==> src/rtl/wb_pkg.sv <==
// Shared constants for the write-back controller: arbitration modes and default widths.
package wb_pkg;
   localparam int ARB_FIXED      = 0;
   localparam int ARB_RR         = 1;

   localparam int DEF_NUM_CH     = 3;
   localparam int DEF_DATA_WIDTH = 32;
   localparam int DEF_ADDR_WIDTH = 5;
   localparam int DEF_FIFO_DEPTH = 2;

   // Index width that stays legal for a single-element range.
   function automatic int idx_w(input int n);
      return (n > 1) ? $clog2(n) : 1;
   endfunction
endpackage

==> src/rtl/wb_arb_ctrl_if.sv <==
// Producer-side handshake and GPR write-port bundle of the write-back controller.
interface wb_arb_ctrl_if
   import wb_pkg::*;
#(
   parameter int NUM_CH     = DEF_NUM_CH,
   parameter int DATA_WIDTH = DEF_DATA_WIDTH,
   parameter int ADDR_WIDTH = DEF_ADDR_WIDTH
);
   logic [NUM_CH-1:0]            ch_valid;
   logic [NUM_CH-1:0]            ch_ready;
   logic [NUM_CH*DATA_WIDTH-1:0] ch_data;
   logic [NUM_CH*ADDR_WIDTH-1:0] ch_rd;
   logic                         wr_valid_wb;
   logic [ADDR_WIDTH-1:0]        wr_addr_wb;
   logic [DATA_WIDTH-1:0]        wr_data_wb;
   logic [2**ADDR_WIDTH-1:0]     pending_rd_mask;
   logic                         wb_idle;

   modport master (
      output ch_valid, ch_data, ch_rd,
      input  ch_ready, wr_valid_wb, wr_addr_wb, wr_data_wb, pending_rd_mask, wb_idle
   );

   modport slave (
      input  ch_valid, ch_data, ch_rd,
      output ch_ready, wr_valid_wb, wr_addr_wb, wr_data_wb, pending_rd_mask, wb_idle
   );
endinterface

==> src/rtl/wb_ch_fifo.sv <==
// Per-channel synchronous FIFO; also exposes each slot's tag bits so the owner can
// build an occupancy-based mask without reaching into the storage.
module wb_ch_fifo #(
   parameter int WIDTH = 37,
   parameter int DEPTH = 2,
   parameter int TAG_W = 5
) (
   input  logic                          clk,
   input  logic                          rst,
   input  logic                          push,
   input  logic                          pop,
   input  logic [WIDTH-1:0]              din,
   output logic [WIDTH-1:0]              dout,
   output logic                          full,
   output logic                          empty,
   output logic [$clog2(DEPTH):0]        count,
   output logic [DEPTH-1:0]              slot_vld,
   output logic [DEPTH-1:0][TAG_W-1:0]   slot_tag
);
   localparam int PW = $clog2(DEPTH);

   logic [DEPTH-1:0][WIDTH-1:0] mem;
   logic [PW-1:0]               wr_ptr, rd_ptr, off;
   logic                        do_push, do_pop;

   // A full FIFO refuses a push even when it pops in the same cycle.
   assign full    = (count == (PW+1)'(DEPTH));
   assign empty   = (count == '0);
   assign do_push = push && !full;
   assign do_pop  = pop && !empty;
   assign dout    = mem[rd_ptr];

   always_comb begin
      off      = '0;
      slot_vld = '0;
      slot_tag = '0;
      for (int j = 0; j < DEPTH; j++) begin
         off         = PW'(j) - rd_ptr;
         slot_vld[j] = ({1'b0, off} < count);
         slot_tag[j] = mem[j][WIDTH-1 -: TAG_W];
      end
   end

   always_ff @(posedge clk) begin
      if (rst) begin
         wr_ptr <= '0;
         rd_ptr <= '0;
         count  <= '0;
      end else begin
         if (do_push) begin
            mem[wr_ptr] <= din;
            wr_ptr      <= wr_ptr + 1'b1;
         end
         if (do_pop)
            rd_ptr <= rd_ptr + 1'b1;
         case ({do_push, do_pop})
            2'b10:   count <= count + 1'b1;
            2'b01:   count <= count - 1'b1;
            default: count <= count;
         endcase
      end
   end
endmodule

==> src/rtl/wb_arb_ctrl.sv <==
// Write-back controller: per-producer FIFOs, one-write-per-cycle arbiter onto a
// registered GPR port, and a pending-destination mask for hazard stalls.
module wb_arb_ctrl
   import wb_pkg::*;
#(
   parameter int NUM_CH     = DEF_NUM_CH,
   parameter int DATA_WIDTH = DEF_DATA_WIDTH,
   parameter int ADDR_WIDTH = DEF_ADDR_WIDTH,
   parameter int FIFO_DEPTH = DEF_FIFO_DEPTH,
   parameter int ARB_MODE   = ARB_FIXED
) (
   input  logic          cpu_clk,
   input  logic          cpu_rst,
   wb_arb_ctrl_if.slave  bus
);
   localparam int EW   = ADDR_WIDTH + DATA_WIDTH;
   localparam int CHW  = idx_w(NUM_CH);
   localparam int CNTW = $clog2(FIFO_DEPTH) + 1;
   localparam int NREG = 2**ADDR_WIDTH;

   logic [NUM_CH-1:0]                                full, empty, push, pop;
   logic [NUM_CH-1:0][CNTW-1:0]                      count;
   logic [NUM_CH-1:0][EW-1:0]                        head;
   logic [NUM_CH-1:0][FIFO_DEPTH-1:0]                slot_vld;
   logic [NUM_CH-1:0][FIFO_DEPTH-1:0][ADDR_WIDTH-1:0] slot_tag;

   logic [CHW-1:0]        rr_ptr, gnt_idx, cand;
   logic                  gnt_vld;
   logic                  wr_valid;
   logic [ADDR_WIDTH-1:0] wr_addr;
   logic [DATA_WIDTH-1:0] wr_data;
   logic [NREG-1:0]       mask;

   assign bus.ch_ready = ~full;

   for (genvar c = 0; c < NUM_CH; c++) begin : g_ch
      logic [ADDR_WIDTH-1:0] rd;
      assign rd = bus.ch_rd[c*ADDR_WIDTH +: ADDR_WIDTH];
      // Writes to x0 are swallowed here so they never occupy a slot or the mask.
      assign push[c] = bus.ch_valid[c] && (rd != '0);

      wb_ch_fifo #(.WIDTH(EW), .DEPTH(FIFO_DEPTH), .TAG_W(ADDR_WIDTH)) u_fifo (
         .clk      (cpu_clk),
         .rst      (cpu_rst),
         .push     (push[c]),
         .pop      (pop[c]),
         .din      ({rd, bus.ch_data[c*DATA_WIDTH +: DATA_WIDTH]}),
         .dout     (head[c]),
         .full     (full[c]),
         .empty    (empty[c]),
         .count    (count[c]),
         .slot_vld (slot_vld[c]),
         .slot_tag (slot_tag[c])
      );
   end

   // rr_ptr stays at zero in fixed mode, so one search loop serves both modes.
   always_comb begin
      gnt_vld = 1'b0;
      gnt_idx = '0;
      cand    = '0;
      for (int k = 0; k < NUM_CH; k++) begin
         cand = CHW'((int'(rr_ptr) + k) % NUM_CH);
         if (!gnt_vld && !empty[cand]) begin
            gnt_vld = 1'b1;
            gnt_idx = cand;
         end
      end
   end

   always_comb begin
      pop = '0;
      if (gnt_vld)
         pop[gnt_idx] = 1'b1;
   end

   always_ff @(posedge cpu_clk) begin
      if (cpu_rst) begin
         rr_ptr   <= '0;
         wr_valid <= 1'b0;
         wr_addr  <= '0;
         wr_data  <= '0;
      end else begin
         wr_valid <= gnt_vld;
         if (gnt_vld) begin
            {wr_addr, wr_data} <= head[gnt_idx];
            if (ARB_MODE == ARB_RR)
               rr_ptr <= (gnt_idx == CHW'(NUM_CH-1)) ? '0 : gnt_idx + 1'b1;
         end
      end
   end

   always_comb begin
      mask = '0;
      for (int c = 0; c < NUM_CH; c++)
         for (int j = 0; j < FIFO_DEPTH; j++)
            if (slot_vld[c][j])
               mask[slot_tag[c][j]] = 1'b1;
      if (wr_valid)
         mask[wr_addr] = 1'b1;
      mask[0] = 1'b0;
   end

   assign bus.wr_valid_wb     = wr_valid;
   assign bus.wr_addr_wb      = wr_addr;
   assign bus.wr_data_wb      = wr_data;
   assign bus.pending_rd_mask = mask;
   assign bus.wb_idle         = (count == '0) && !wr_valid;
endmodule
==> src/flat_wrapper.sv <==
// flat-port wrapper written by rule: the top's interface ports become plain ports
module wb_arb_ctrl_flat import wb_pkg::*;
#(
   parameter int NUM_CH     = DEF_NUM_CH,
   parameter int DATA_WIDTH = DEF_DATA_WIDTH,
   parameter int ADDR_WIDTH = DEF_ADDR_WIDTH,
   parameter int FIFO_DEPTH = DEF_FIFO_DEPTH,
   parameter int ARB_MODE   = ARB_FIXED
)
  (cpu_clk, cpu_rst, bus_ch_valid, bus_ch_data, bus_ch_rd, bus_ch_ready, bus_wr_valid_wb, bus_wr_addr_wb, bus_wr_data_wb, bus_pending_rd_mask, bus_wb_idle);
  wb_arb_ctrl_if #(.NUM_CH(NUM_CH), .DATA_WIDTH(DATA_WIDTH), .ADDR_WIDTH(ADDR_WIDTH)) bus_i ();
  input  logic cpu_clk;
  input  logic cpu_rst;
  input wire logic [$bits(bus_i.ch_valid)-1:0] bus_ch_valid;
  input wire logic [$bits(bus_i.ch_data)-1:0] bus_ch_data;
  input wire logic [$bits(bus_i.ch_rd)-1:0] bus_ch_rd;
  output wire logic [$bits(bus_i.ch_ready)-1:0] bus_ch_ready;
  output wire logic [$bits(bus_i.wr_valid_wb)-1:0] bus_wr_valid_wb;
  output wire logic [$bits(bus_i.wr_addr_wb)-1:0] bus_wr_addr_wb;
  output wire logic [$bits(bus_i.wr_data_wb)-1:0] bus_wr_data_wb;
  output wire logic [$bits(bus_i.pending_rd_mask)-1:0] bus_pending_rd_mask;
  output wire logic [$bits(bus_i.wb_idle)-1:0] bus_wb_idle;
  assign bus_i.ch_valid = bus_ch_valid;
  assign bus_i.ch_data = bus_ch_data;
  assign bus_i.ch_rd = bus_ch_rd;
  assign bus_ch_ready = bus_i.ch_ready;
  assign bus_wr_valid_wb = bus_i.wr_valid_wb;
  assign bus_wr_addr_wb = bus_i.wr_addr_wb;
  assign bus_wr_data_wb = bus_i.wr_data_wb;
  assign bus_pending_rd_mask = bus_i.pending_rd_mask;
  assign bus_wb_idle = bus_i.wb_idle;
  wb_arb_ctrl #(.NUM_CH(NUM_CH), .DATA_WIDTH(DATA_WIDTH), .ADDR_WIDTH(ADDR_WIDTH), .FIFO_DEPTH(FIFO_DEPTH), .ARB_MODE(ARB_MODE)) u_core (.cpu_clk(cpu_clk), .cpu_rst(cpu_rst), .bus(bus_i));
endmodule
==> config.mk <==
export PLATFORM = sky130hd
export DESIGN_NAME = wb_arb_ctrl_flat
export DESIGN_NICKNAME = d
export VERILOG_FILES = /design/src/rtl/wb_pkg.sv /design/src/rtl/wb_arb_ctrl_if.sv /design/src/rtl/wb_ch_fifo.sv /design/src/rtl/wb_arb_ctrl.sv /design/src/flat_wrapper.sv
export SDC_FILE = /design/constraint.sdc
export NUM_CORES = 1
export LEC_CHECK = 0
export ABC_AREA = 1
export ABC_CLOCK_PERIOD_IN_PS = 9200
export CORE_MARGIN = 8
export CORE_UTILIZATION = 43
export DETAILED_ROUTE_END_ITERATION = 8
export PLACE_DENSITY = 0.76
export SYNTH_ARGS = -nofsm -noshare
export SYNTH_HDL_FRONTEND = slang
export SYNTH_SLANG_ARGS = --single-unit
==> constraint.sdc <==
create_clock -name cpu_clk -period 9.2 [get_ports cpu_clk]
set_input_delay 1.84 -clock cpu_clk [delete_from_list [all_inputs] [get_ports cpu_clk]]
set_output_delay 1.84 -clock cpu_clk [all_outputs]
set_load 0.005 [all_outputs]
==> run_results.csv <==
group,metric,value,unit
status,outcome,"completed",
floorplan,die_h,189,um
place,placed_area,0.0151,sq mm
final_layout,final_cell_mix,"nand2_1 (545), nor2_1 (228), edfxtp_1 (222)",
worst_setup_path,cp_max_fo,44,
power,p_switching,1.76,mW
sta,rsz0062_at_grt,"no",
power,swShare,0.394,
route,drc,0,
power,clkPwrFrac,0.239,
cts,cts_made_buffers,25,
floorplan,initial_utilization,0.436,
cts,cts_tree,"yes",
sta,clock_skew,0.0228,ns
power,p_leak,6.39,nW
cts,root_buffer,"clkbuf_16",
route,avgRoutedWirePerCell,20.5,um
power,seqPwrFrac,0.371,
route,drt_first_pass_iters,5,
sta,setup_violations,0,
sta,worst_hold_slack,0.501,ns
power,p_int,2.71,mW
worst_setup_path,arrival,3.34,ns
logic_synthesis,postSynthCellCount,1500,
sta,finalSetupTns,0,ns
final_layout,final_layout_size_suffix_gt1_frac,0.0449,
logic_synthesis,synth_top_cells_by_area,"edfxtp_1 (52%), nand2_1 (16%), dfxtp_1 (7.8%), nor2_1 (6.7%), nand3_1 (5.4%)",
global_route,grt_pass1_vias,10951,
route,drt_iter0_drc,1080,
logic_synthesis,yosysUniqueCellTypes,29,
final_layout,multiInputGateArea,0.00470,sq mm
route,vias,11265,
logic_synthesis,synth_area,0.0129,sq mm
cts,htree_levels,1,
cts,clk_pin_slew,0.06,ns
sta,max_freq,0.193,GHz
logic_synthesis,synth.avg_cell_area,8.59,sq um
logic_synthesis,synth_top_area_share,0.517,
worst_setup_path,setup.worst_path.end_class,"output pin",
floorplan,ios,190,
global_route,grt_pass1_wl,63100,um
sta,min_period,5.18,ns
global_route,gr-total-overflow,0,
sta,worstMarginPinSlew,1.13,ns
final_layout,fillCellCount,2650,
logic_synthesis,ys.flop_type,"edfxtp_1",
sta,fin_crit_sh,0.563,
logic_synthesis,ys_ff_latch,272,
sta,hold_viol_final,0,
floorplan,rows,63,
logic_synthesis,synth_area_leader_cell,"edfxtp_1",
cts,clock-sinks,272,
job,maxCapViolations,0,
sta,slew_violations,0,
cts,clock_path_buffers,3,
floorplan,die_width,189,um
global_route,grt_use_total,0.230,
route,viasPerCell,5.41,
worst_setup_path,start_kind,"flip-flop",
cts,clk_latency,0.53,ns
final_layout,final-seq-area,0.00767,sq mm
place,dpl.hpwl,32300,um
logic_synthesis,async_flop_share,0,
final_layout,final_nets,1791,
floorplan,dieArea,0.0358,sq mm
floorplan,core_area,0.0296,sq mm
sta,max_slew_margin,0.242,
worst_hold_path,hold_path.class,"flip-flop to flip-flop",
power,ir_drop,0.165,mV
worst_setup_path,required,7.36,ns
final_layout,area_growth,23.8,%
power,total_power,4.47,mW
place,io_buffers,188,
final_layout,final_cell_area,0.0160,sq mm
final_layout,layout_commonest_cell,"nand2_1",
cts,cts_resized,0,
global_route,antenna_found_initial,2,
logic_synthesis,yosys_warnings,0,
cts,cts_setup_buffers,0,
worst_setup_path,critical_path_class,"flip-flop to output pin",
route,detail-route-antenna-nets,0,
cts,cts_hold_buf,0,
power,cellPowerDensity,280,mW/mm^2
route,routed_wl,42600,um
logic_synthesis,synth-edff-count,222,
power,p_comb_frac,0.391,
logic_synthesis,ys_seq_area_frac,0.595,
global_route,grt_start_max_net_pins,46,
place,gp_congestion,1.07,
logic_synthesis,synth_nets,1619,
## synth_stat cells, types with 3 or more instances
cell type,n
nor2_1,231
a21oi_1,53
or2_0,3
nand2_1,545
inv_2,7
nand2_2,4
nand3_1,138
buf_2,17
o21ai_1,16
ha_1,3
dfxtp_1,50
nor2_2,3
buf_4,7
edfxtp_1,222
inv_1,69
nand4_1,16
nor2_8,3
nor3_1,28
o21ai_0,48
clkbuf_1,24
## through the flow
step	std cells	util	setup slack [ns]
after global placement	2035	0.510	4.61
final	2082	0.540	4.02
after CTS	2081	0.540	4.08
after floorplan	1500	-	4.74
after global routing	2082	0.540	3.82
after detailed placement	2035	0.510	4.53
## layer usage
layer | vias to the layer above | share of wire | GRT usage
met2 | 525 | 0.47 | 0.386
met5 | - | 0.00028 | 0
met1 | 5304 | 0.39 | 0.277
met3 | 118 | 0.076 | 0.0384
li1 | 5316 | - | -
met4 | 2 | 0.062 | 0.131
## flip-flops by register name, summed over array words and instances, names as in the netlist
signal	flops
u_core.g_ch.u_fifo.wr_ptr	3
u_core.g_ch.u_fifo.slot_tag	30
u_core.g_ch.u_fifo.count	6
u_core.bus.wr_addr_wb	5
u_core.g_ch.u_fifo.mem	192
u_core.bus.wr_valid_wb	1
u_core.g_ch.u_fifo.rd_ptr	3
u_core.bus.wr_data_wb	32
## worst max-delay path: stages, from the launching register on
cell             delay, ns
dfxtp_1               0.30
buf_4                 0.27
inv_2                 0.55
nand2_1               0.10
nand2_1               0.32
nand3_1               0.37
nor2_1                0.19
nor2_1                0.06
nand3_1               0.09
clkdlybuf4s50_1       0.52
## final timing paths
path / startpoint / endpoint / slack (ns) / depth (start not counted)
worst max-delay path: u_core.g_ch[1].u_fifo.rd_ptr$_SDFFE_PP0P_ / bus_pending_rd_mask[6] / 4.02 / 9
worst min register to register: u_core.g_ch[1].u_fifo.wr_ptr$_SDFFE_PP0P_ / u_core.g_ch[1].u_fifo.wr_ptr$_SDFFE_PP0P_ / 0.50 / 2
worst max register to register: u_core.g_ch[0].u_fifo.count[0]$_SDFFE_PP0P_ / u_core.g_ch[1].u_fifo.count[1]$_SDFFE_PP0P_ / 6.17 / 8
worst min-delay path: u_core.g_ch[1].u_fifo.wr_ptr$_SDFFE_PP0P_ / u_core.g_ch[1].u_fifo.wr_ptr$_SDFFE_PP0P_ / 0.50 / 2
## power by group through the flow
| stage | registers (mW) | logic [mW] | clock network [mW] |
|---|---|---|---|
| floorplan | 1.62 | 1.10 | 0 |
| global placement | 1.67 | 1.70 | 0 |
| detailed placement | 1.67 | 1.73 | 0 |
| CTS | 1.65 | 1.74 | 1.08 |
| global route | 1.67 | 1.92 | 1.12 |
| finish | 1.66 | 1.74 | 1.07 |
## layout make-up
| cell class | instances | area share |
|---|---|---|
| antenna | 1 | 0.000157 |
| clock buffer | 38 | 0.0493 |
| clock inverter | 8 | 0.00526 |
| inverter | 77 | 0.0181 |
| multi-input combinational | 1101 | 0.295 |
| sequential | 272 | 0.481 |
| tap | 390 | 0.0306 |
| timing repair buffer | 195 | 0.121 |
## logic make-up (layout without fill, tap and decap cells)
group,count (synthesis),after routing,synth area share
AND/OR/NAND/NOR,979,979,0.314
buffers and inverters,127,318,0.0419
AO/OA/AOI/OAI,118,118,0.0461
adder cells (fa/ha/maj),3,3,0.00291
flip-flops,272,272,0.595
other,1,2,0.000291
No activity file was read; power rests on OpenSTA's default activity.
